File: config.mk
export PLATFORM = sky130hd
export DESIGN_NAME = char_anim_fsm
export DESIGN_NICKNAME = d
export VERILOG_FILES = /design/src/rtl/char_anim_fsm.sv
export SDC_FILE = /design/constraint.sdc
export NUM_CORES = 1
export LEC_CHECK = 0
export BUFFER_PORTS_ARGS = -buffer_cell sky130_fd_sc_hd__buf_2
export CAP_MARGIN = 20
export CORE_MARGIN = 3
export CORE_UTILIZATION = 40
export DETAILED_ROUTE_END_ITERATION = 16
export GPL_TIMING_DRIVEN = 0
export PLACE_DENSITY_LB_ADDON = 0.08
export SLEW_MARGIN = 40
export SYNTH_ARGS = -nofsm -noshare
export SYNTH_HDL_FRONTEND = slang
export SYNTH_SLANG_ARGS = --single-unit
File: constraint.sdc
create_clock -name Clk -period 3.3 [get_ports Clk]
set_clock_uncertainty 0.15 [all_clocks]
set_input_delay 0.33 -clock Clk [delete_from_list [all_inputs] [get_ports Clk]]
set_output_delay 0.33 -clock Clk [all_outputs]
set_load 0.02 [all_outputs]
File: src/rtl/char_anim_fsm.sv
// Per-character action sequencer and sprite frame stepper.
// Action requests are arbitrated into one of eight states on each frame tick.
// The frame index advances at a per-state rate. One attack request can be buffered.
// Hit, blocked and completion pulses are registered and last one Clk.
// The current state is visible on state_out and on the registered one-hot decode.
module char_anim_fsm #(
    parameter int                  FRAME_W         = 8,
    parameter int                  DLY_W           = 8,
    parameter logic [7:0]          GAME_PLAY       = 8'd1,
    parameter logic [FRAME_W-1:0]  FRAMES_STAND    = 8,
    parameter logic [FRAME_W-1:0]  FRAMES_MOVE     = 9,
    parameter logic [FRAME_W-1:0]  FRAMES_ATTACK   = 6,
    parameter logic [FRAME_W-1:0]  FRAMES_DEFENSE  = 1,
    parameter logic [FRAME_W-1:0]  FRAMES_HURT     = 5,
    parameter logic [FRAME_W-1:0]  FRAMES_JUMP     = 8,
    parameter logic [FRAME_W-1:0]  FRAMES_DIE      = 5,
    parameter logic [DLY_W-1:0]    DELAY_STAND     = 8,
    parameter logic [DLY_W-1:0]    DELAY_MOVE      = 6,
    parameter logic [DLY_W-1:0]    DELAY_ATTACK    = 3,
    parameter logic [DLY_W-1:0]    DELAY_DEFENSE   = 8,
    parameter logic [DLY_W-1:0]    DELAY_HURT      = 3,
    parameter logic [DLY_W-1:0]    DELAY_JUMP      = 4,
    parameter logic [DLY_W-1:0]    DELAY_DIE       = 3,
    parameter logic [FRAME_W-1:0]  HIT_FRAME       = 3
) (
    input  logic               Clk,
    input  logic               Reset_n,
    input  logic               frame_clk,
    input  logic               enable,
    input  logic [7:0]         game_state,
    input  logic               req_attack,
    input  logic               req_move_l,
    input  logic               req_move_r,
    input  logic               req_defense,
    input  logic               req_jump,
    input  logic               ev_hurt,
    input  logic               ev_die,
    output logic [7:0]         state_out,
    output logic [FRAME_W-1:0] frame_num,
    output logic               stand,
    output logic               attack,
    output logic               move_l,
    output logic               move_r,
    output logic               defense,
    output logic               hurt,
    output logic               jump,
    output logic               die,
    output logic               hit_pulse,
    output logic               blocked_pulse,
    output logic               anim_done
);

    typedef enum logic [7:0] {
        ST_STAND   = 8'd0,
        ST_ATTACK  = 8'd1,
        ST_MOVE_L  = 8'd2,
        ST_MOVE_R  = 8'd3,
        ST_DEFENSE = 8'd4,
        ST_HURT    = 8'd5,
        ST_DIE     = 8'd6,
        ST_JUMP    = 8'd7
    } state_t;

    state_t             state, nxt_state, chosen;
    logic [DLY_W-1:0]   delay, nxt_delay, cur_dly;
    logic [FRAME_W-1:0] nxt_frame, cur_last, step_frame;
    logic               attack_pending, nxt_pend;
    logic               nxt_hit, nxt_blk, nxt_done;
    logic               dly_done, at_last;
    logic [7:0]         nxt_onehot;

    logic fc_s1, fc_s2, fc_s3, tick_r, tick_en;
    logic play_q, in_play, restart;

    // Bring frame_clk into the Clk domain and turn each rising edge into a one-cycle tick.
    always_ff @(posedge Clk or negedge Reset_n) begin
        if (!Reset_n) begin
            fc_s1  <= 1'b0;
            fc_s2  <= 1'b0;
            fc_s3  <= 1'b0;
            tick_r <= 1'b0;
        end else begin
            fc_s1  <= frame_clk;
            fc_s2  <= fc_s1;
            fc_s3  <= fc_s2;
            tick_r <= fc_s2 & ~fc_s3;
        end
    end

    // Remember the previous "in play" level so entry into play can be detected.
    always_ff @(posedge Clk or negedge Reset_n) begin
        if (!Reset_n) play_q <= 1'b0;
        else          play_q <= in_play;
    end

    assign in_play = (game_state == GAME_PLAY);
    assign restart = in_play & ~play_q;
    assign tick_en = tick_r & enable;

    // Per-state animation length and frame duration.
    always_comb begin
        cur_last = '0;
        cur_dly  = '0;
        case (state)
            ST_STAND:   begin cur_last = FRAMES_STAND - 1'b1;   cur_dly = DELAY_STAND;   end
            ST_ATTACK:  begin cur_last = FRAMES_ATTACK - 1'b1;  cur_dly = DELAY_ATTACK;  end
            ST_MOVE_L,
            ST_MOVE_R:  begin cur_last = FRAMES_MOVE - 1'b1;    cur_dly = DELAY_MOVE;    end
            ST_DEFENSE: begin cur_last = FRAMES_DEFENSE - 1'b1; cur_dly = DELAY_DEFENSE; end
            ST_HURT:    begin cur_last = FRAMES_HURT - 1'b1;    cur_dly = DELAY_HURT;    end
            ST_DIE:     begin cur_last = FRAMES_DIE - 1'b1;     cur_dly = DELAY_DIE;     end
            ST_JUMP:    begin cur_last = FRAMES_JUMP - 1'b1;    cur_dly = DELAY_JUMP;    end
            default:    begin cur_last = '0;                    cur_dly = '0;            end
        endcase
    end

    // Request arbitration for the free-roaming states: attack > jump > move_r > move_l > defense.
    always_comb begin
        chosen = ST_STAND;
        if (req_attack)       chosen = ST_ATTACK;
        else if (req_jump)    chosen = ST_JUMP;
        else if (req_move_r)  chosen = ST_MOVE_R;
        else if (req_move_l)  chosen = ST_MOVE_L;
        else if (req_defense) chosen = ST_DEFENSE;
    end

    // >= comparisons let out-of-range counters recover on the next advance.
    assign dly_done   = (delay >= cur_dly);
    assign at_last    = (frame_num >= cur_last);
    assign step_frame = at_last ? '0 : frame_num + FRAME_W'(1);

    // Next-state, frame/delay stepping, pending attack and pulse generation.
    always_comb begin
        nxt_state = state;
        nxt_frame = frame_num;
        nxt_delay = delay;
        nxt_pend  = attack_pending;
        nxt_hit   = 1'b0;
        nxt_blk   = 1'b0;
        nxt_done  = 1'b0;
        if (tick_en) begin
            // Buffer one attack request while busy with a one-shot animation.
            if (req_attack && ((state == ST_ATTACK && frame_num != '0) ||
                               state == ST_HURT || state == ST_JUMP))
                nxt_pend = 1'b1;

            if (ev_die && state != ST_DIE) begin
                nxt_state = ST_DIE;
                nxt_frame = '0;
                nxt_delay = '0;
                nxt_pend  = 1'b0;
            end else if (ev_hurt && state != ST_DIE && state != ST_JUMP) begin
                if (state == ST_DEFENSE) begin
                    // Blocked hit: keep defending and keep animating.
                    nxt_blk = 1'b1;
                    if (!dly_done) nxt_delay = delay + DLY_W'(1);
                    else begin
                        nxt_delay = '0;
                        nxt_frame = step_frame;
                    end
                end else begin
                    nxt_state = ST_HURT;
                    nxt_frame = '0;
                    nxt_delay = '0;
                end
            end else begin
                case (state)
                    ST_STAND, ST_MOVE_L, ST_MOVE_R: begin
                        if (chosen != state) begin
                            nxt_state = chosen;
                            nxt_frame = '0;
                            nxt_delay = '0;
                            if (chosen == ST_ATTACK) nxt_pend = 1'b0;
                        end else if (!dly_done) begin
                            nxt_delay = delay + DLY_W'(1);
                        end else begin
                            nxt_delay = '0;
                            nxt_frame = step_frame;
                        end
                    end
                    ST_DEFENSE: begin
                        if (!req_defense) begin
                            nxt_state = ST_STAND;
                            nxt_frame = '0;
                            nxt_delay = '0;
                        end else if (!dly_done) begin
                            nxt_delay = delay + DLY_W'(1);
                        end else begin
                            nxt_delay = '0;
                            nxt_frame = step_frame;
                        end
                    end
                    ST_ATTACK, ST_HURT, ST_JUMP: begin
                        if (dly_done && at_last) begin
                            nxt_done  = 1'b1;
                            nxt_frame = '0;
                            nxt_delay = '0;
                            if (nxt_pend || req_attack) begin
                                nxt_state = ST_ATTACK;
                                nxt_pend  = 1'b0;
                            end else begin
                                nxt_state = ST_STAND;
                            end
                        end else if (!dly_done) begin
                            nxt_delay = delay + DLY_W'(1);
                        end else begin
                            nxt_delay = '0;
                            nxt_frame = step_frame;
                            if (state == ST_ATTACK && step_frame == HIT_FRAME)
                                nxt_hit = 1'b1;
                        end
                    end
                    ST_DIE: begin
                        // Step to the final frame and hold it there.
                        if (!dly_done) begin
                            nxt_delay = delay + DLY_W'(1);
                        end else begin
                            nxt_delay = '0;
                            nxt_frame = at_last ? cur_last : frame_num + FRAME_W'(1);
                        end
                    end
                    default: begin
                        nxt_state = ST_STAND;
                        nxt_frame = '0;
                        nxt_delay = '0;
                    end
                endcase
            end
        end
    end

    assign nxt_onehot = 8'b1 << nxt_state[2:0];

    // State, counters and registered outputs; restart overrides enable and tick.
    always_ff @(posedge Clk or negedge Reset_n) begin
        if (!Reset_n) begin
            state          <= ST_STAND;
            frame_num      <= '0;
            delay          <= '0;
            attack_pending <= 1'b0;
            {jump, die, hurt, defense, move_r, move_l, attack, stand} <= 8'b0000_0001;
            hit_pulse      <= 1'b0;
            blocked_pulse  <= 1'b0;
            anim_done      <= 1'b0;
        end else if (restart) begin
            state          <= ST_STAND;
            frame_num      <= '0;
            delay          <= '0;
            attack_pending <= 1'b0;
            {jump, die, hurt, defense, move_r, move_l, attack, stand} <= 8'b0000_0001;
            hit_pulse      <= 1'b0;
            blocked_pulse  <= 1'b0;
            anim_done      <= 1'b0;
        end else if (enable) begin
            state          <= nxt_state;
            frame_num      <= nxt_frame;
            delay          <= nxt_delay;
            attack_pending <= nxt_pend;
            {jump, die, hurt, defense, move_r, move_l, attack, stand} <= nxt_onehot;
            hit_pulse      <= nxt_hit;
            blocked_pulse  <= nxt_blk;
            anim_done      <= nxt_done;
        end else begin
            hit_pulse      <= 1'b0;
            blocked_pulse  <= 1'b0;
            anim_done      <= 1'b0;
        end
    end

    assign state_out = state;

endmodule
Word level (Yosys, flattened, before mapping)
Memory sizes are Yosys's and may differ from the RTL's.
Cells that the tools add are included.
Widths: inputs -> output; s select.
{ "op_classes": {"addsub": 2, "magnitude_cmp": 2, "n_eq_ne": 19, "n_shift": 1, "muxes": 92, "bitwise_logic": 5, "reduce_logical": 20} }
{ "op_table": {"columns": ["op", "count"], "rows": [
  ["$mux 8", 32],
  ["$pmux 8 s4", 3],
  ["$mux 1", 50],
  ["$eq 8x3->1 const B", 4],
  ["$eq 8x1->1 const B", 3],
  ["$eq 8x2->1 const B", 3],
  ["$add 8x1->8 const B", 2],
  ["$ge 8x8->1", 2],
  ["$mux 16", 1],
  ["$ne 8x3->1 const B", 2],
  ["$mux 3", 5],
  ["$ne 5x5->1 const B", 3],
  ["$ne 4x4->1 const B", 3],
  ["$logic_not 8->1", 1],
  ["$ne 8x8->1", 1],
  ["$reduce_bool 8->1", 1],
  ["$shl 1x3->8 const A", 1],
  ["$logic_and 1x1->1", 7],
  ["$reduce_and 7->1", 1],
  ["$reduce_or 3->1", 2],
  ["$logic_not 5->1", 1],
  ["$reduce_bool 2->1", 2],
  ["$and 1x1->1", 3],
  ["$logic_or 1x1->1", 3],
  ["other kinds (4)", 5]
]} }
{ "word_totals": {"register_bits": 41, "rom_bits": 64, "inputBits": 19, "output_inout_bits": 27, "wordCells": 163, "mem_count": 1} }
{ "memory_table": {"columns": ["name", "depth", "width", "rd", "rd_ports_with_merged_regs", "write_ports", "line", "text"], "rows": [
  ["(no name shown)", 8, 8, 1, 0, 0, "104", "case (state)"]
]} }

Depth between registers and ports, before layout
Gate-level depths: netlist of the first run.
{ "logic_depth": {"depth_word": 17, "depth_mapped": 13} }

Worst setup path before layout of the first run
Ideal clock, no wire load.
{ "synth_path": {"path_type": "register -> register", "from": "reg state[2], in the netlist state_out[2]", "to": "reg stand", "setup_time_ns": 0.084, "arrival_time_ns": 2.845, "setup_slack_ns": 0.221, "stages_incl_launch_ff": 12, "synth_period_minus_slack_ns": 3.079, "cell_sequence": "dfrtp_1 buf_6 clkbuf_1 o21ai_0 ha_1 nand2b_1 a211oi_1 o211a_1 o21ai_0 a31o_1 and2_4 a311o_1"} }
{ "synth_via": {"elab_chain_cells": 17, "elab_cells_between_ends": 40, "cone_classes": "order compare (2); eq/ne (10); shift (1); mux (14); reduce/logical (12); memory (1)"} }
{ "synth_rtl": {"columns": ["element", "line", "text"], "rows": [
  ["start, declared", "64", "state_t state, nxt_state, chosen;"],
  ["start signal, assigned", "255", "state <= nxt_state;"],
  ["branches (longest 13 deep; another with $mem_v2 8x8)", null, null],
  ["$mux 8 (*)", "141", "if (tick_en) begin"],
  ["$shl 1x3->8 (*)", "232", "assign nxt_onehot = 8'b1 << nxt_state[2:0];"],
  ["$mux 1 (*)", "254", "end else if (enable) begin"],
  ["$mux 1 (*)", "245", "end else if (restart) begin"],
  ["end signal, assigned", "259", "{jump, die, hurt, defense, move_r, move_l, attack, stand} <= nxt_onehot;"],
  ["end, declared", "40", "output logic stand,"]
]} }
Mark *: on every way between the ends. The select of a mux whose other input is x is not followed.
A chain may end at the register's enable or synchronous reset.

Worst setup path after layout of the first run
{ "layout_path": {"from": "reg state[1], in the netlist state_out[1]", "to": "reg stand"} }
The elaborated chain is that of the path after synthesis.

==> results of run 1 <==
==> cell families (layout without fill, tap and decap cells) <==
kind of cell / after synthesis / in the layout / synth area share, %
AO/OA/AOI/OAI: 83 / 83 / 24.8
buffers and inverters: 23 / 76 / 5.12
AND/OR/NAND/NOR: 98 / 98 / 22.2
flip-flops: 36 / 36 / 38.1
XOR/XNOR: 2 / 2 / 0.740
other: 1 / 5 / 0.158
adder cells (fa/ha/maj): 16 / 16 / 8.45
multiplexers: 1 / 1 / 0.423
==> what timing repair did <==
action	CTS	global route
pin swaps	1	4
cloned	0	0
hold endpoints to repair	27	0
gates resized for setup	3	9
buffers inserted	1	3
hold buffers	2	0
setup endpoints to repair	9	10
==> worst paths after layout <==
path / endpoint / slack (ns) / startpoint
hold / removal: play_q / 0.18 / game_state[6]
min in group asynchronous: frame_num[2] / 0.37 / Reset_n
max in group asynchronous: stand / 2.28 / Reset_n
setup / recovery: stand / 0.14 / state_out[1]
hold reg to reg: fc_s2 / 0.21 / fc_s1
setup reg to reg: stand / 0.14 / state_out[1]
==> critical path, cell delays in order, from the launching register on <==
cell and delay (ns):
dfrtp_1 0.43, buf_6 0.16, inv_1 0.13, ha_2 0.24, nand2b_1 0.10, nand2_1 0.10
ha_1 0.22, nand2b_1 0.15, a21oi_2 0.21, o21bai_4 0.13, o211ai_1 0.33, o221ai_2 0.21
and2_4 0.18, a311o_1 0.34
==> cells in the final DEF (no fill, tap or decap), types with 3 or more instances in the layout <==
master | synthesis | layout
a211oi_2 | 2 | 3
a21oi_1 | 14 | 13
a31oi_1 | 3 | 3
a32o_1 | 7 | 7
and2_1 | 12 | 12
and3_1 | 5 | 5
buf_2 | 1 | 40
buf_4 | 5 | 10
clkbuf_8 | 0 | 5
conb_1 | 1 | 5
dfrtp_1 | 35 | 35
ha_1 | 16 | 13
inv_1 | 12 | 11
nand2_1 | 21 | 21
nand2b_1 | 5 | 5
nand3_1 | 9 | 9
nand4_1 | 3 | 3
nor2_1 | 15 | 15
nor3_1 | 8 | 7
nor4_1 | 6 | 6
o211ai_1 | 4 | 4
o21a_1 | 6 | 6
o21ai_0 | 22 | 21
==> stage by stage <==
step | instances | hold slack (ns)
6_report | 389 | 0.180
5_1_grt | 389 | 0.190
4_1_cts | 386 | 0.165
3_5_place_dp | 376 | 0.189
3_3_place_gp | 376 | 0.188
2_1_floorplan | 264 | -0.116
==> routing by layer <==
metal | part of all wire [%] | track usage (%) | vias up
li1 | - | - | 1068
met1 | 48 | 24.1 | 1014
met2 | 45 | 27.8 | 66
met3 | 5.4 | 3.17 | 8
met4 | 1.2 | 4.31 | 0
met5 | 0 | 0 | -
==> where the power goes <==
group	leakage, nW	total, mW	switching (mW)	internal (mW)
sequential	0.480	0.535	0.0490	0.486
clock	0.0404	0.324	0.175	0.149
combinational	0.819	0.857	0.514	0.343
total	1.34	1.72	0.738	0.979
==> final cells by class <==
cell class                      instances  area (sq um)
Fill cell                             570          2740
Multi-Input combinational cell        205          1410
Sequential cell                        36           902
Timing Repair Buffer                   46           253
Tap cell                               72          90.1
Buffer                                 10          72.6
Clock buffer                            5          68.8
Inverter                               12          45.0
Clock inverter                          3          23.8
==> qor.csv, run 1 <==
stage;metric;value;unit
clocking;Max Buffers Root-to-Sink;2;
clocking;CTS Buf Count;5;
synth;Unique masters post-synth;62;
timing;Fmax achieved;316;MHz
min_path;hold path depth;3;
synth;Avg Cell Area, Syn;9.11;sq um
synth;synth warn;0;
timing;Slew HR;51.1;%
layout;ant diodes;0;
routing;Post-Route WL;5860;microns
worst_setup_path;Startpoint Class;flop;
die;Die Wd;83.0;microns
global_route;Congestion Overflow GR;0;
timing;setup TNS;0;ns
layout;fin area;2860;sq um
clocking;htree depth;2;
synth;top-area cell type share of the netlist area;37.0;%
worst_setup_path;crit path DAT;3.23;ns
power;Leak;1.34;nW
routing;DR vias;2156;
placement;I/O Buffers;40;
global_route;number of global-route vias before repair;1977;
run_status;run status;finished clean;
synth;post-synthesis sequential element count;36;
routing;Post-DRT Antenna Nets;0;
synth;top post-synthesis cells by area;dfrtp_1, ha_1, o21ai_0;
worst_setup_path;CP max FO;8;
timing;Final period util;95.8;%
timing;max-slew violations;0;
synth;cell count after synthesis;260;
die;die height;83.0;microns
global_route;first-pass GRT wire length;10000;microns
timing;Final Hold Viols;0;
layout;layout cell share with drive strength beyond 1;24.9;%
placement;gp weighted congestion;0.915;
routing;DRC errors left;0;
clocking;clk slew on worst S/H paths;0.08;ns
synth;Syn Std Cell Area;2370;sq um
power;Pwr Total;1.72;mW
clocking;CTS tree;done;
power;maximum VDD drop;244;uV
worst_setup_path;CP Class;flop to flop;
synth;Post-synth EDFFs;0;
global_route;largest net degree at the start of global routing;37;
timing;RSZ-0062 raised after global routing;false;
synth;top_reg_cell synth;dfrtp_1;
timing;post-layout min period;3.16;ns
die;I/O pins;46;
layout;P&R area growth vs syn;20.9;%
layout;Layout Utilization;51.1;%
placement;Place WS;-0.159;ns
flow_run;Max Cap Violations;0;
min_path;Hold Path Class;input pin to flop;
timing;Worst-Margin Slew;0.724;ns
global_route;GRT Util Overall;17.3;%
worst_setup_path;Worst Setup End Kind;flop;
synth;Seq/Total Area, Yosys;38.1;%
layout;Final #Nets;351;
placement;area of placed instances;2670;sq um
worst_setup_path;WP data required;3.37;ns
timing;final setup fails;0;
die;starting density of the core;42.2;%
clocking;Clock Latency Late Sink;0.29;ns
clocking;Sink Count;36;
die;Placeable Area;5610;sq um
power;P per Cell Area;600;nW/um^2
routing;drt initial violations;229;
routing;drt wl/cell;15.1;microns
global_route;initial antenna violation count;0;
die;Std-Cell Rows;27;
timing;setup ws final;0.138;ns
clocking;root buffer cell;clkbuf_8;
worst_setup_path;r2r worst-path depth;13;
routing;Pre-Repair DR Iteration Count;5;
routing;DR vias/cell;5.54;
synth;most frequent cells after synthesis;dfrtp_1, o21ai_0, nand2_1, ha_1, nor2_1;
synth;Yosys top cell by area;dfrtp_1;
synth;count leader, synth;dfrtp_1;
synth;FFs w/ async S/R, synth;100;%
die;Die Area;6880;sq um
placement;DP Wirelength;4360;microns
Power figures use the tool's default switching activity.
==> run 2, diff against run 1 <==
--- a/config.mk
+++ b/config.mk
@@ -8,7 +8,7 @@
 export BUFFER_PORTS_ARGS = -buffer_cell sky130_fd_sc_hd__buf_2
 export CAP_MARGIN = 20
 export CORE_MARGIN = 3
-export CORE_UTILIZATION = 40
+export CORE_UTILIZATION = 55
 export DETAILED_ROUTE_END_ITERATION = 16
 export GPL_TIMING_DRIVEN = 0
 export PLACE_DENSITY_LB_ADDON = 0.08
==> run 2 against run 1 <==
Final area is 0.52% lower. Critical path depth unchanged. Clock power increased by 23%. Fmax fell by 0.44%. Global-route usage rose by 7.7 points. Largest cell class unchanged. Highest routed layer unchanged. Count of clock-buffer cells in the layout did not move. Routed wire length grew 1.8%. Critical endpoint unchanged.
==> qor.csv, run 2 (same netlist as run 1, synthesis figures left out) <==
stage;metric;value;unit
run_status;run status;finished clean;
die;Std-Cell Rows;23;
worst_setup_path;worst reg2reg startpoint;state_out[1];
global_route;number of global-route vias before repair;2133;
min_path;hold path depth;3;
clocking;Max Buffers Root-to-Sink;2;
worst_setup_path;FF-to-FF End;stand;
worst_setup_path;CP Class;flop to flop;
timing;setup TNS;0;ns
timing;Final period util;96.2;%
power;Pwr Total;1.79;mW
placement;gp weighted congestion;0.920;
die;starting density of the core;58.0;%
worst_setup_path;reg-to-reg slack, setup;0.12;ns
routing;Post-Route WL;5970;microns
clocking;htree depth;2;
routing;DRC errors left;0;
layout;fin area;2850;sq um
global_route;largest net degree at the start of global routing;37;
placement;DP Wirelength;4270;microns
clocking;clk slew on worst S/H paths;0.08;ns
power;Leak;1.35;nW
timing;post-layout min period;3.18;ns
global_route;Congestion Overflow GR;0;
global_route;met2 usage;40.5;%
clocking;root buffer cell;clkbuf_8;
worst_setup_path;WP data required;3.38;ns
die;die height;71.6;microns
timing;Worst-Margin Slew;0.705;ns
clocking;CTS tree;done;
routing;drt initial violations;298;
layout;commonest non-fill, non-tap cell in the layout;buf_2;
routing;Post-DRT Antenna Nets;0;
layout;ant diodes;0;
worst_setup_path;Startpoint Class;flop;
worst_setup_path;Worst setup startpoint;state_out[1];
global_route;initial antenna violation count;0;
die;I/O pins;46;
global_route;grt met3 use;3.65;%
min_path;Hold Path Class;input pin to flop;
timing;Fmax achieved;315;MHz
global_route;met1 GRT Util;33.2;%
worst_setup_path;Worst Setup End Kind;flop;
layout;most frequent cells in the layout;buf_2, dfrtp_1, o21ai_0;
timing;final setup fails;0;
global_route;first-pass GRT wire length;10100;microns
timing;Final Hold Viols;0;
placement;area of placed instances;2650;sq um
die;Die Wd;71.6;microns
routing;drt wl/cell;16.3;microns
layout;layout cell share with drive strength beyond 1;25.0;%
worst_setup_path;r2r worst-path depth;13;
power;maximum VDD drop;360;uV
power;P per Cell Area;628;nW/um^2
die;Placeable Area;4090;sq um
die;Die Area;5130;sq um
worst_setup_path;crit path DAT;3.26;ns
global_route;GRT Util Overall;25.1;%
clocking;Clock Latency Late Sink;0.30;ns
global_route;GRT busiest layer;met2;
routing;Pre-Repair DR Iteration Count;4;
flow_run;Max Cap Violations;0;
routing;DR vias;2224;
worst_setup_path;CP max FO;8;
clocking;Sink Count;36;
layout;P&R area growth vs syn;20.3;%
placement;I/O Buffers;40;
worst_setup_path;Worst Setup EP;stand;
timing;max-slew violations;0;
layout;Final #Nets;350;
timing;Slew HR;52.5;%
clocking;CTS Buf Count;5;
routing;DR vias/cell;6.08;
[run 2: cell count changes in the layout (fill, tap and decap cells not counted), sizes merged]
cell	previous run	this run
bufinv	0	1
buf	52	51
clkinvlp	2	1
[run 2: area by class of cell]
cell class	count	area, sq um
multi-input cells	205	1410
clock buffers	5	68.8
clock inverters	3	42.5
repair buffers	45	245
inverters	12	45.0
plain buffers	10	72.6
flip-flops and latches	36	903
well taps	50	62.6
fillers	338	1240
[run 2: repair_timing]
action	4_1_cts	5_1_grt
hold endpoints to repair	12	0
gates resized for setup	3	9
hold buffers	2	0
cloned	0	0
pin swaps	1	4
setup buffers	1	2
setup endpoints to repair	8	8
[run 2: report_power, final]
| part | internal, mW | leakage [nW] | switching [mW] |
|---|---|---|---|
| Sequential | 0.487 | 0.479 | 0.0490 |
| Combinational | 0.335 | 0.816 | 0.520 |
| Clock | 0.224 | 0.0541 | 0.174 |
| Total | 1.05 | 1.35 | 0.743 |
[run 2: how the worst min path moves through the flow]
| stage | start | slack, ns | endpoint |
|---|---|---|---|
| finish | game_state[6] | 0.18 | play_q |
| global route | game_state[6] | 0.18 | play_q |
| CTS | game_state[6] | 0.17 | play_q |
| detailed placement | fc_s1 | 0.19 | fc_s2 |
| global placement | fc_s1 | 0.19 | fc_s2 |
| floorplan | Reset_n | -0.12 | anim_done |
[run 2: through the flow]
step / worst slack [ns] / util (%) / instances / hold WS, ns
after floorplan: 0.221 / - / 264 / -0.116
after global placement: -0.0960 / 64.8 / 354 / 0.189
after detailed placement: -0.109 / 64.8 / 354 / 0.193
after CTS: 0.0531 / 68.4 / 364 / 0.169
after global routing: -0.0146 / 69.7 / 366 / 0.184
final: 0.124 / 69.7 / 366 / 0.177
[run 2: metal layers]
layer / up-vias / part of all wire, %
li1: 1071 / -
met1: 1052 / 42
met2: 91 / 49
met3: 10 / 6.9
met4: 0 / 2.0
met5: - / 0
[run 2: worst max-delay path, cell delays in order (launching register included)]
cell and delay (ns):
dfrtp_1 0.42, buf_6 0.16, inv_1 0.14, ha_2 0.25, nand2b_1 0.09, nand2_1 0.10, ha_1 0.23, nand2b_1 0.16
a21oi_2 0.22, o21bai_4 0.13, o211ai_1 0.32, o221ai_2 0.20, and2_4 0.18, a311o_1 0.34
==> run 3, diff against run 2 <==
--- a/config.mk
+++ b/config.mk
@@ -5,10 +5,11 @@
 export SDC_FILE = /design/constraint.sdc
 export NUM_CORES = 1
 export LEC_CHECK = 0
+export ABC_AREA = 1
 export BUFFER_PORTS_ARGS = -buffer_cell sky130_fd_sc_hd__buf_2
 export CAP_MARGIN = 20
 export CORE_MARGIN = 3
-export CORE_UTILIZATION = 55
+export CORE_UTILIZATION = 56
 export DETAILED_ROUTE_END_ITERATION = 16
 export GPL_TIMING_DRIVEN = 0
 export PLACE_DENSITY_LB_ADDON = 0.08
==> run 3 against run 2 <==
Flip-flop and latch count unchanged. Clock power decreased by 19%. Combinational power increased by 99%. Synthesized cell count increased by 45%. Count of clock-buffer cells in the layout increased by 2. Register-to-register slack improved by 0.13 ns. First-iteration DRC count decreased by 9.7%. Critical path depth increased by 3. Critical path type unchanged. Critical endpoint is now die. Final area increased by 2.9%. Die area increased by 5.1%. Area after synthesis increased by 7.6%.
==> qor.csv, run 3 <==
stage;metric;value;unit
worst_setup_path;CP Class;flop to flop;
global_route;number of global-route vias before repair;2428;
global_route;first-pass GRT wire length;11100;microns
layout;Layout Utilization;69.8;%
synth;Yosys top cell by area;dfrtp_1;
synth;cell count after synthesis;377;
routing;DRC errors left;0;
global_route;largest net degree at the start of global routing;37;
worst_setup_path;Worst Setup End Kind;flop;
synth;Post-synth EDFFs;0;
min_path;Hold Path Class;input pin to flop;
worst_setup_path;Worst setup startpoint;state_out[1];
die;Std-Cell Rows;23;
worst_setup_path;WP data required;3.38;ns
timing;final setup fails;0;
worst_setup_path;FF-to-FF End;die;
synth;count leader, synth;nand2_1;
power;Leak;1.67;nW
routing;drt initial violations;269;
worst_setup_path;Top cell by count, worst path;nand2_1;
placement;area of placed instances;2830;sq um
clocking;CTS Buf Count;5;
clocking;Clock Latency Late Sink;0.30;ns
placement;I/O Buffers;40;
synth;synth warn;0;
min_path;HP Start;game_state[4];
layout;commonest non-fill, non-tap cell in the layout;nand2_1;
min_path;hold path depth;4;
worst_setup_path;crit-path cells;buf_2 > inv_1 > ha_1 > a21oi_1 > ha_1 > nand2_1 > nand2_1 > nand2_1 > nand2_1 > nand2_2 > nand2_1 > nand3_1 > nand4_1 > a21oi_2 > nand3_1 > nand2_1;
layout;multi-input logic area;1410;sq um
flow_run;Max Cap Violations;0;
timing;setup ws final;0.250;ns
global_route;Congestion Overflow GR;0;
timing;Final Hold Viols;0;
global_route;initial antenna violation count;0;
layout;P&R area growth vs syn;15.1;%
power;maximum VDD drop;465;uV
layout;# fillers;374;
timing;Final period util;92.4;%
clocking;htree depth;2;
worst_setup_path;Critical Path Max Stage Delay;0.40;ns
placement;gp weighted congestion;0.966;
timing;setup TNS;0;ns
synth;Avg Cell Area, Syn;6.76;sq um
timing;RSZ-0062 raised after global routing;false;
die;Die Wd;73.4;microns
die;Die Area;5390;sq um
clocking;Max Buffers Root-to-Sink;2;
layout;Reg area;902;sq um
worst_setup_path;worst reg2reg startpoint;state_out[1];
power;P per Cell Area;904;nW/um^2
synth;top post-synthesis cells by area;dfrtp_1, nand2_1, ha_1;
clocking;CTS tree;done;
worst_setup_path;Startpoint Class;flop;
layout;most frequent cells in the layout;nand2_1, nor2_1, buf_2;
routing;Pre-Repair DR Iteration Count;7;
synth;Seq/Total Area, Yosys;35.4;%
die;Placeable Area;4200;sq um
synth;most frequent cells after synthesis;nand2_1, nor2_1, inv_1, nand3_1, dfrtp_1;
routing;Post-Route WL;6760;microns
synth;post-synthesis sequential element count;36;
clocking;root buffer cell;clkbuf_8;
timing;max-slew violations;0;
min_path;WHS Endpoint;play_q;
layout;ant diodes;0;
routing;drt wl/cell;14.1;microns
layout;layout cell share with drive strength beyond 1;17.6;%
placement;Place WS;0.310;ns
die;I/O pins;46;
layout;Final #Nets;465;
synth;Syn Std Cell Area;2550;sq um
run_status;run status;finished clean;
clocking;post-CTS setup buffer count;0;
synth;Unique masters post-synth;31;
routing;DR vias;2665;
die;starting density of the core;60.6;%
global_route;GRT Util Overall;26.4;%
routing;Post-DRT Antenna Nets;0;
worst_setup_path;reg-to-reg slack, setup;0.25;ns
synth;FFs w/ async S/R, synth;100;%
worst_setup_path;slowest CP cell;dfrtp_1;
placement;DP Wirelength;5090;microns
timing;Fmax achieved;328;MHz
worst_setup_path;crit path DAT;3.13;ns
synth;top-area cell type share of the netlist area;34.4;%
worst_setup_path;r2r worst-path depth;16;
clocking;clk slew on worst S/H paths;0.08;ns
routing;DR vias/cell;5.54;
timing;post-layout min period;3.05;ns
synth;top_reg_cell synth;dfrtp_1;
die;die height;73.4;microns
worst_setup_path;CP max FO;9;
clocking;Sink Count;36;
layout;fin area;2930;sq um
[run 3: repair_timing]
action / CTS / global route
hold buffers: 2 / 0
resized for setup: 0 / 0
endpoints found under the hold margin: 3 / 0
[run 3: critical path: cells and delay by family, from the launching register on]
family	cells	cell delay [ns]
AOI/OAI and AO/OA	2	0.57
adders and majority gates	2	0.55
buffers and inverters	2	0.35
and+or+nand+nor	10	0.96
DFF	1	0.40
[run 3: through the flow]
stage	hold WS (ns)	instances	total power [mW]
2_1_floorplan	-0.116	381	1.85
3_3_place_gp	0.203	471	2.25
3_5_place_dp	0.187	471	2.28
4_1_cts	0.132	481	2.61
5_1_grt	0.154	481	2.87
6_report	0.129	481	2.65
[run 3: worst max-delay path by stage]
stage	end	depth (start not counted)
CTS	die	18
global route	stand	18
finish	die	16
floorplan	defense	20
global placement	move_l	18
detailed placement	die	19
[run 3: cell families (layout without fill, tap and decap cells)]
family,after synthesis,in the layout,synth area share (%)
flops,36,36,35.4
buf+inv,61,111,9.97
compound gates,36,36,8.01
simple gates,224,224,37.6
other cells,1,5,0.147
xor+xnor,3,3,1.03
fa+ha+maj,16,16,7.86
[run 3: layout make-up]
class | instances | area share [%]
multi-input cells | 284 | 48.0
clock buffers | 7 | 2.60
repair buffers | 42 | 7.59
plain buffers | 8 | 1.88
flip-flops and latches | 36 | 30.8
well taps | 50 | 2.13
clock inverters | 1 | 0.299
inverters | 53 | 6.78
[run 3: power breakdown]
| part | switching [mW] | leakage, nW | internal (mW) |
|---|---|---|---|
| clock network | 0.170 | 0.0424 | 0.151 |
| logic | 1.19 | 1.15 | 0.504 |
| registers | 0.0983 | 0.475 | 0.532 |
| total | 1.46 | 1.67 | 1.19 |
[run 3: metal layers]
metal	GRT usage, %	share of wire [%]	vias up
met2	43.4	47	137
met1	35.0	43	1203
met5	0	0	-
li1	-	-	1303
met3	4.65	8.3	22
met4	9.26	2.1	0
